==> config.mk <==
export PLATFORM = sky130hd
export DESIGN_NAME = xoodyak_ise_issue_flat
export DESIGN_NICKNAME = d
export VERILOG_FILES = /design/src/rtl/xoodyak_ise_issue_if.sv /design/src/rtl/xoodyak_ise.sv /design/src/flat_wrapper.sv
export SDC_FILE = /design/constraint.sdc
export NUM_CORES = 1
export LEC_CHECK = 0
export ABC_AREA = 1
export BUFFER_PORTS_ARGS = -buffer_cell sky130_fd_sc_hd__buf_2
export CAP_MARGIN = 20
export CORE_AREA = 4 4 172 174
export CTS_CLUSTER_SIZE = 16
export DETAILED_ROUTE_END_ITERATION = 16
export DIE_AREA = 0 0 176 178
export PLACE_DENSITY = 0.56
export SYNTH_ARGS = -nofsm -noshare
export SYNTH_HDL_FRONTEND = slang
export SYNTH_SLANG_ARGS = --single-unit
export TNS_END_PERCENT = 30
==> constraint.sdc <==
create_clock -name g_clk -period 7.49 [get_ports g_clk]
set_input_delay 1.1235 -clock g_clk [delete_from_list [all_inputs] [get_ports g_clk]]
set_output_delay 1.1235 -clock g_clk [all_outputs]
set_load 0.1 [all_outputs]
==> src/rtl/xoodyak_ise_issue_if.sv <==
`default_nettype none
// ============================================================================
// Module   : xoodyak_ise_issue_if
// Brief    : Core-side instruction/result handshake bundle for the Xoodyak
//            ISE issue controller (master = core, slave = controller).
// Revision : 1.0
// ============================================================================
interface xoodyak_ise_issue_if #(
    parameter int TAG_W = 5
);
    logic             in_valid;
    logic             in_ready;
    logic [31:0]      in_instr;
    logic [63:0]      in_rs1;
    logic [63:0]      in_rs2;
    logic [TAG_W-1:0] in_tag;
    logic             flush;
    logic             out_valid;
    logic             out_ready;
    logic [63:0]      out_rd;
    logic [TAG_W-1:0] out_tag;
    logic             out_err;

    modport master (
        output in_valid, in_instr, in_rs1, in_rs2, in_tag, flush, out_ready,
        input  in_ready, out_valid, out_rd, out_tag, out_err
    );

    modport slave (
        input  in_valid, in_instr, in_rs1, in_rs2, in_tag, flush, out_ready,
        output in_ready, out_valid, out_rd, out_tag, out_err
    );
endinterface
`default_nettype wire

==> src/rtl/xoodyak_ise.sv <==
`default_nettype none
// ============================================================================
// Module   : xoodyak_ise_issue
// Brief    : Two-stage (E/W) issue controller for the roli/roliw/andn RV64
//            ISE datapath. Optional perf counters: XOODYAK_ISE_PERF_EN.
// Revision : 1.0
// ============================================================================
module xoodyak_ise_issue #(
    parameter int TAG_W = 5
) (
    input  logic                g_clk,
    input  logic                g_rst,
    xoodyak_ise_issue_if.slave  bus,
    output logic [63:0]         ise_rs1,
    output logic [63:0]         ise_rs2,
    output logic [4:0]          ise_imm,
    output logic                ise_op_roli,
    output logic                ise_op_roliw,
    output logic                ise_op_andn,
    input  logic [63:0]         ise_rd
`ifdef XOODYAK_ISE_PERF_EN
    ,
    output logic [31:0]         perf_ops,
    output logic [31:0]         perf_ill
`endif
);
    localparam logic [6:0] OPC_CUSTOM0 = 7'b0001011;
    localparam logic [2:0] F3_ROLI     = 3'b000;
    localparam logic [2:0] F3_ROLIW    = 3'b001;
    localparam logic [2:0] F3_ANDN     = 3'b010;

    // decode
    logic [2:0]       dec_op;
    logic [4:0]       dec_imm;
    logic             dec_ill;

    // stage E
    logic             e_valid;
    logic [2:0]       e_op;
    logic             e_ill;
    logic [63:0]      e_rs1;
    logic [63:0]      e_rs2;
    logic [4:0]       e_imm;
    logic [TAG_W-1:0] e_tag;

    // stage W
    logic             w_valid;
    logic [63:0]      w_rd;
    logic [TAG_W-1:0] w_tag;
    logic             w_err;

    logic             w_free;
    logic             e_adv;
    logic             accept;
    logic             w_load;

    always_comb begin
        dec_op  = 3'b000;
        dec_imm = bus.in_instr[24:20];
        case (bus.in_instr[14:12])
            F3_ROLI:  dec_op = 3'b001;
            F3_ROLIW: dec_op = 3'b010;
            F3_ANDN: begin
                dec_op  = 3'b100;
                dec_imm = 5'd0;
            end
            default:  dec_op = 3'b000;
        endcase
        dec_ill = (bus.in_instr[6:0] != OPC_CUSTOM0) ||
                  (bus.in_instr[31:25] != 7'd0) ||
                  (dec_op == 3'b000);
    end

    assign w_free       = !w_valid || bus.out_ready;
    assign e_adv        = e_valid && w_free;
    assign bus.in_ready = !e_valid || w_free;
    // A flush cycle drops the incoming op and suppresses the E->W load.
    assign accept       = bus.in_valid && bus.in_ready && !bus.flush;
    assign w_load       = e_adv && !bus.flush;

    always_ff @(posedge g_clk or posedge g_rst) begin
        if (g_rst) begin
            e_valid <= 1'b0;
        end else if (bus.flush) begin
            e_valid <= 1'b0;
        end else if (accept) begin
            e_valid <= 1'b1;
        end else if (e_adv) begin
            e_valid <= 1'b0;
        end
    end

    always_ff @(posedge g_clk or posedge g_rst) begin
        if (g_rst) begin
            e_op  <= 3'b000;
            e_ill <= 1'b0;
            e_rs1 <= 64'd0;
            e_rs2 <= 64'd0;
            e_imm <= 5'd0;
            e_tag <= '0;
        end else if (accept) begin
            e_op  <= dec_op;
            e_ill <= dec_ill;
            e_rs1 <= bus.in_rs1;
            e_rs2 <= bus.in_rs2;
            e_imm <= dec_imm;
            e_tag <= bus.in_tag;
        end
    end

    always_ff @(posedge g_clk or posedge g_rst) begin
        if (g_rst) begin
            w_valid <= 1'b0;
        end else if (bus.flush) begin
            w_valid <= 1'b0;
        end else if (e_adv) begin
            w_valid <= 1'b1;
        end else if (bus.out_ready) begin
            w_valid <= 1'b0;
        end
    end

    always_ff @(posedge g_clk or posedge g_rst) begin
        if (g_rst) begin
            w_rd  <= 64'd0;
            w_tag <= '0;
            w_err <= 1'b0;
        end else if (w_load) begin
            w_rd  <= e_ill ? 64'd0 : ise_rd;
            w_tag <= e_tag;
            w_err <= e_ill;
        end
    end

    assign ise_rs1      = e_rs1;
    assign ise_rs2      = e_rs2;
    assign ise_imm      = e_imm;
    assign ise_op_roli  = e_valid && e_op[0] && !e_ill;
    assign ise_op_roliw = e_valid && e_op[1] && !e_ill;
    assign ise_op_andn  = e_valid && e_op[2] && !e_ill;

    assign bus.out_valid = w_valid;
    assign bus.out_rd    = w_rd;
    assign bus.out_tag   = w_tag;
    assign bus.out_err   = w_err;

`ifdef XOODYAK_ISE_PERF_EN
    logic retire;
    assign retire = w_valid && bus.out_ready && !bus.flush;

    always_ff @(posedge g_clk or posedge g_rst) begin
        if (g_rst) begin
            perf_ops <= 32'd0;
            perf_ill <= 32'd0;
        end else if (retire) begin
            if (w_err) begin
                perf_ill <= perf_ill + 32'd1;
            end else begin
                perf_ops <= perf_ops + 32'd1;
            end
        end
    end
`endif
endmodule
`default_nettype wire

==> src/flat_wrapper.sv <==
// flat-port wrapper written by rule: the top's interface ports become plain ports
module xoodyak_ise_issue_flat 
#(
    parameter int TAG_W = 5
)
  (g_clk, g_rst, ise_rs1, ise_rs2, ise_imm, ise_op_roli, ise_op_roliw, ise_op_andn, ise_rd, bus_in_valid, bus_in_instr, bus_in_rs1, bus_in_rs2, bus_in_tag, bus_flush, bus_out_ready, bus_in_ready, bus_out_valid, bus_out_rd, bus_out_tag, bus_out_err);
  xoodyak_ise_issue_if #(.TAG_W(TAG_W)) bus_i ();
  input  logic g_clk;
  input  logic g_rst;
  output logic [63:0] ise_rs1;
  output logic [63:0] ise_rs2;
  output logic [4:0] ise_imm;
  output logic ise_op_roli;
  output logic ise_op_roliw;
  output logic ise_op_andn;
  input  logic [63:0] ise_rd;
  input wire logic [$bits(bus_i.in_valid)-1:0] bus_in_valid;
  input wire logic [$bits(bus_i.in_instr)-1:0] bus_in_instr;
  input wire logic [$bits(bus_i.in_rs1)-1:0] bus_in_rs1;
  input wire logic [$bits(bus_i.in_rs2)-1:0] bus_in_rs2;
  input wire logic [$bits(bus_i.in_tag)-1:0] bus_in_tag;
  input wire logic [$bits(bus_i.flush)-1:0] bus_flush;
  input wire logic [$bits(bus_i.out_ready)-1:0] bus_out_ready;
  output wire logic [$bits(bus_i.in_ready)-1:0] bus_in_ready;
  output wire logic [$bits(bus_i.out_valid)-1:0] bus_out_valid;
  output wire logic [$bits(bus_i.out_rd)-1:0] bus_out_rd;
  output wire logic [$bits(bus_i.out_tag)-1:0] bus_out_tag;
  output wire logic [$bits(bus_i.out_err)-1:0] bus_out_err;
  assign bus_i.in_valid = bus_in_valid;
  assign bus_i.in_instr = bus_in_instr;
  assign bus_i.in_rs1 = bus_in_rs1;
  assign bus_i.in_rs2 = bus_in_rs2;
  assign bus_i.in_tag = bus_in_tag;
  assign bus_i.flush = bus_flush;
  assign bus_i.out_ready = bus_out_ready;
  assign bus_in_ready = bus_i.in_ready;
  assign bus_out_valid = bus_i.out_valid;
  assign bus_out_rd = bus_i.out_rd;
  assign bus_out_tag = bus_i.out_tag;
  assign bus_out_err = bus_i.out_err;
  xoodyak_ise_issue #(.TAG_W(TAG_W)) u_core (.g_clk(g_clk), .g_rst(g_rst), .bus(bus_i), .ise_rs1(ise_rs1), .ise_rs2(ise_rs2), .ise_imm(ise_imm), .ise_op_roli(ise_op_roli), .ise_op_roliw(ise_op_roliw), .ise_op_andn(ise_op_andn), .ise_rd(ise_rd));
endmodule
==> flow_summary.yaml, run 1 <==
yosys:
  synth_xor_area_frac: 0
  syn-num-nets: 1160
  avgSynthCellArea_sq_um: 8.862
  syn_area_sq_um: 8207
  ys_ff_latch: 214
  synth-simple-area-share: 0.2958
  synthAdderAreaFrac: 0
  synth_compound_area_frac: 0.009605
  synth_cell_types: 19
  synthCells: 926
  yosysSeqAreaShare: 0.6525
  yosysWarnings: 0
  muxShareOfSynthArea: 0
  synth_top_family_by_area: "simple AND/OR/NAND/NOR gates"
sta:
  min_period_ns: 3.305
  worstMarginPinSlew_ns: 0.8685
  report.final.slew_viol_count: 0
  max_freq_mhz: 302.6
  setup_viol_count_final: 0
  slew_headroom: 0.4210
  fin_crit_sh: 0.4412
  rsz0062_at_grt: "no"
  fin_worst_skew_ns: 0.01252
  finalSetupTns_ns: 0
  finalHoldViolations: 0
clocking:
  cts_tree: "yes"
  clock_sinks: 214
  post_cts_buffers: 0
  cts_buffers: 25
  cts_buffer_depth: 3
  cts_hold_buf: 0
  cts_htree_levels: 1
  cts_root_buf: "clkbuf_16"
  post_cts_resized: 0
  path_clk_slew_ns: 0.06
  insertion_delay_ns: 0.51
placement:
  gp_congestion: 0.7622
  placed_area_sq_um: 10610
  hpwl_mm: 18.35
  place.port_buffers: 431
layout:
  areaGrowthSynthToFinish_pct: 39.37
  mostFrequentLayoutCells: "612 x nand2_1, 431 x buf_2, 214 x dfrtp_1, 25 x clkbuf_16, 15 x nor2_1"
  postLayoutCoreUtil: 0.4117
  multi_input_area_sq_um: 2519
  final_nets: 1579
  final_common_cell: "nand2_1"
  regArea_sq_um: 5355
  fill_cells: 2910
  num_antenna_cells: 0
  design_area_sq_um: 11440
  drive_gt1_frac: 0.3595
power:
  intPower_uw: 2156
  comb_power_share: 0.307
  p_sw_frac: 0.4096
  power.switching_uw: 1496
  peakVddDrop_uv: 176.0
  power_frac_seq: 0.361
  p_total_uw: 3652
  p_clk_frac: 0.332
  power.density_nw_per_um2: 319.3
  power.leakage_uw: 0.006897
outcome:
  status: "finished, final reports clean"
global_routing:
  gr-total-overflow: 0
  grt_pass1_vias: 7136
  grt_max_degree: 119
  grt_usage: 0.1569
  grt_pass1_wl_mm: 39.79
  antenna_found_initial: 1
detailed_routing:
  wl_met2_mm: 12.18
  wl_per_cell_microns: 14.94
  wirelength_met1_mm: 10.51
  highest_layer: "met5"
  viasPerCell: 4.157
  dr_total_vias: 7238
  firstDrtPassIters: 6
  drtIter0Drc: 402
  routed_wl_mm: 26.00
  drc: 0
  detail-route-antenna-nets: 0
  met3_length_mm: 2.745
floorplan:
  dieArea_sq_um: 31330
  fp.dieW_microns: 176
  ios: 442
  dieHeight_microns: 178
  rows: 61
  core_region_area_sq_um: 27780
  initial_core_util: 0.2954
worst_setup_path:
  cp.required_ns: 7.93
  end_kind: "flop"
  critPathMaxFanout: 82
  arrival_ns: 3.74
  path_class: "primary input to flop"
  start_kind: "primary input"
run:
  cap_violations: 0
worst_hold_path:
  hp-class: "flop to flop"
[critical path: stages]
cell	delay, ns
buf_2	0.13
nor2_1	0.19
nand2_4	0.41
inv_4	0.69
buf_4	0.76
nand2_1	0.26
nand2_1	0.11
[cell families (layout without fill, tap and decap cells)]
| kind of cell | after synthesis | after routing |
|---|---|---|
| simple gates | 638 | 638 |
| flops | 214 | 214 |
| buf+inv | 59 | 496 |
| compound gates | 15 | 15 |
[area by class of cell]
cell class,instances,area share
Clock buffer,33,0.06170
Clock inverter,12,0.01050
Inverter,14,0.005470
Multi-Input combinational cell,653,0.2202
Sequential cell,214,0.4682
Tap cell,378,0.04135
Timing Repair Buffer,437,0.1925
[sequential cells by signal, summed over array words and instances, names as in the netlist]
register              flops
u_core.e_ill              1
u_core.bus.out_tag        5
u_core.bus.out_valid      1
u_core.ise_imm            5
u_core.bus.out_rd        64
u_core.bus.out_err        1
u_core.ise_rs1           64
u_core.e_valid            1
u_core.ise_rs2           64
u_core.e_op               3
u_core.e_tag              5
[routing by layer]
metal  track usage  up-vias
li1              -     3623
met1        0.1952     3252
met2        0.2628      324
met3       0.05617       37
met4       0.03834        2
met5             0        -
[power by group through the flow]
stage,Sequential (uW),Combinational [uW],Clock (uW)
global placement,1340,1130,0
finish,1320,1120,1210
floorplan,2090,141,0
detailed placement,1340,1130,0
CTS,1320,1130,1260
global route,1330,1170,1300
[path summary, 6_finish.rpt]
path	start	to	slack [ns]	depth (start not counted)
setup / recovery	bus_flush	u_core.ise_rs2[58]	4.19	7
hold / removal	u_core.bus.out_tag[4]	u_core.bus.out_tag[4]	0.47	2
setup reg to reg	u_core.bus.out_valid	u_core.ise_rs2[58]	4.62	6
hold reg to reg	u_core.bus.out_tag[4]	u_core.bus.out_tag[4]	0.47	2
max in group asynchronous	g_rst	u_core.bus.out_rd[55]	5.42	3
min in group asynchronous	g_rst	u_core.bus.out_rd[38]	0.77	2
[cells in the mapped netlist]
| cell | number | area share |
|---|---|---|
| clkbuf_1 | 7 | 0.0032 |
| nand2_1 | 613 | 0.28 |
| buf_2 | 24 | 0.015 |
| dfrtp_1 | 214 | 0.65 |
| nor2_2 | 1 | 0.00076 |
| nor3_1 | 3 | 0.0018 |
| a21oi_1 | 4 | 0.0024 |
| a21oi_2 | 1 | 0.0011 |
| buf_4 | 3 | 0.0027 |
| nor3b_1 | 1 | 0.00092 |
| nand3b_1 | 1 | 0.00092 |
| inv_2 | 3 | 0.0014 |
| nor2_1 | 15 | 0.0069 |
| nand3_2 | 1 | 0.0012 |
| o21ai_0 | 10 | 0.0061 |
| nor2_4 | 1 | 0.0014 |
| inv_1 | 11 | 0.0050 |
| buf_6 | 11 | 0.015 |
| nand2_2 | 2 | 0.0015 |
[stage by stage]
step / instances / hold WS, ns / setup WS, ns
after floorplan: 926 / 0.4492 / 0.5156
after global placement: 1696 / 0.4523 / 3.554
after detailed placement: 1696 / 0.4577 / 3.541
after CTS: 1741 / 0.4723 / 4.091
after global routing: 1741 / 0.4872 / 3.951
final: 1741 / 0.4684 / 4.185
Power figures use the tool's default switching activity.
==> run 2, diff against run 1 <==
- PLACE_DENSITY: 0.56 -> 0.58
- clock period: 7.49 -> 2.81 ns (I/O delays scaled with it)
==> flow_summary.yaml, run 2 (synthesis results as in run 1) <==
detailed_routing:
  drtIter0Drc: 438
  viasPerCell: 4.191
  drc: 0
  wl_per_cell_microns: 14.82
  firstDrtPassIters: 4
  routed_wl_mm: 25.95
  dr_total_vias: 7339
  detail-route-antenna-nets: 0
clocking:
  post_cts_resized: 0
  cts_buffer_depth: 3
  cts_tree: "yes"
  path_clk_slew_ns: 0.06
  cts_htree_levels: 1
  cts_root_buf: "clkbuf_16"
  insertion_delay_ns: 0.52
  clock_sinks: 214
  cts_buffers: 25
power:
  power.switching_uw: 3980
  power.leakage_uw: 0.006965
  peakVddDrop_uv: 603.3
  power_frac_seq: 0.357
  p_sw_frac: 0.4040
  p_clk_frac: 0.338
  p_total_uw: 9851
  intPower_uw: 5871
  power.density_nw_per_um2: 849.3
  comb_power_share: 0.305
sta:
  max_freq_mhz: 459.2
  setup_viol_count_final: 0
  worstMarginPinSlew_ns: 0.8370
  report.final.slew_viol_count: 0
  finalSetupTns_ns: 0
  rsz0062_at_grt: "no"
  slew_headroom: 0.4420
  min_period_ns: 2.178
  finalHoldViolations: 0
  fin_worst_skew_ns: 0.006074
  fin_crit_sh: 0.7751
worst_setup_path:
  path_class: "flop to output pin"
  end_kind: "output pin"
  critPathMaxFanout: 4
  slowest_stage: "buf_2"
  start_kind: "flop"
  cp.required_ns: 2.39
  slowest_delay_ns: 0.51
  arrival_ns: 1.76
  path_cells: "inv_1 -> nor3_1 -> buf_2"
floorplan:
  ios: 442
  dieArea_sq_um: 31330
  dieHeight_microns: 178
  initial_core_util: 0.2954
  rows: 61
  core_region_area_sq_um: 27780
  fp.dieW_microns: 176
worst_hold_path:
  hp-class: "primary input to flop"
layout:
  final_nets: 1587
  mostFrequentLayoutCells: "612 x nand2_1, 431 x buf_2, 214 x dfrtp_1, 25 x clkbuf_16, 15 x nor2_1"
  drive_gt1_frac: 0.3618
  areaGrowthSynthToFinish_pct: 41.33
  final_common_cell: "nand2_1"
  fill_cells: 2839
  fin_cells: 1751
  design_area_sq_um: 11600
global_routing:
  grt_pass1_vias: 7441
  grt_pass1_wl_mm: 39.93
  grt_usage: 0.1580
  grt_max_degree: 98
  gr-total-overflow: 0
  antenna_found_initial: 4
placement:
  placed_cells: 1703
  hpwl_mm: 18.99
  place.port_buffers: 431
  gp_congestion: 0.7880
  placed_area_sq_um: 10720
run:
  cap_violations: 0
outcome:
  status: "finished, final reports clean"
-- run 2: cell types whose count changed in the layout (fill, tap and decap cells not counted), moves of 2 or more --
| cell | before | now |
|---|---|---|
| clkinv_2 | 7 | 2 |
| buf_4 | 6 | 8 |
| buf_12 | 0 | 5 |
| diode_2 | 0 | 2 |
| clkbuf_8 | 5 | 9 |
-- run 2: worst paths after layout --
| check | from | endpoint | slack [ns] | cells after the start |
|---|---|---|---|---|
| max in group asynchronous | g_rst | u_core.ise_rs1[19] | 1.62 | 4 |
| hold / removal | bus_in_tag[4] | u_core.e_tag[4] | 0.09 | 3 |
| setup reg to reg | u_core.bus.out_valid | u_core.e_op[0] | 1.12 | 6 |
| min in group asynchronous | g_rst | u_core.ise_rs2[20] | 0.39 | 3 |
| hold reg to reg | u_core.bus.out_tag[4] | u_core.bus.out_tag[4] | 0.46 | 2 |
| setup / recovery | u_core.e_valid | ise_op_andn | 0.63 | 3 |
-- run 2: area by class of cell --
type / instances / area (sq um) / area share
Antenna cell: 2 / 5.005 / 0.0004315
Clock buffer: 38 / 764.5 / 0.06591
Clock inverter: 7 / 96.34 / 0.008306
Inverter: 14 / 58.81 / 0.005070
Multi-Input combinational cell: 653 / 2519 / 0.2172
Sequential cell: 214 / 5355 / 0.4617
Tap cell: 378 / 473.0 / 0.04078
Timing Repair Buffer: 445 / 2327 / 0.2006
-- run 2: repair_timing --
| item | CTS | global route |
|---|---|---|
| hold buffers | 1 | 0 |
| hold endpoints to repair | 6 | 0 |
| setup endpoints to repair | 0 | 0 |
| setup buffers | 0 | 0 |
-- run 2: power by group through the flow --
stage	clock network [uW]	logic [uW]	registers, uW
2_1_floorplan	0	376	5580
3_3_place_gp	0	3030	3560
6_report	3330	3010	3520
4_1_cts	3470	3040	3520
3_5_place_dp	0	3040	3560
5_1_grt	3580	3140	3560
-- run 2: critical path, delay by kind of cell (launching register included) --
family / cells / cell delay (ns)
buffers and inverters: 2 / 0.62
DFF: 1 / 0.39
and+or+nand+nor: 1 / 0.21
-- run 2: metrics by stage --
stage	setup slack [ns]	hold slack, ns	utilization
after detailed placement	0.8007	0.3724	0.3860
after global routing	0.5271	0.06796	0.4175
after floorplan	-0.3957	0.4492	-
after CTS	0.5877	0.05206	0.4173
after global placement	0.8280	0.3700	0.3860
final	0.6321	0.09189	0.4175
-- run 2: per-layer routing --
layer	vias to the layer above	wire length [microns]	track usage
met5	-	27	0
met4	4	661	0.04743
met3	47	2745	0.05808
met2	319	12570	0.2739
met1	3329	9945	0.1841
li1	3640	-	-
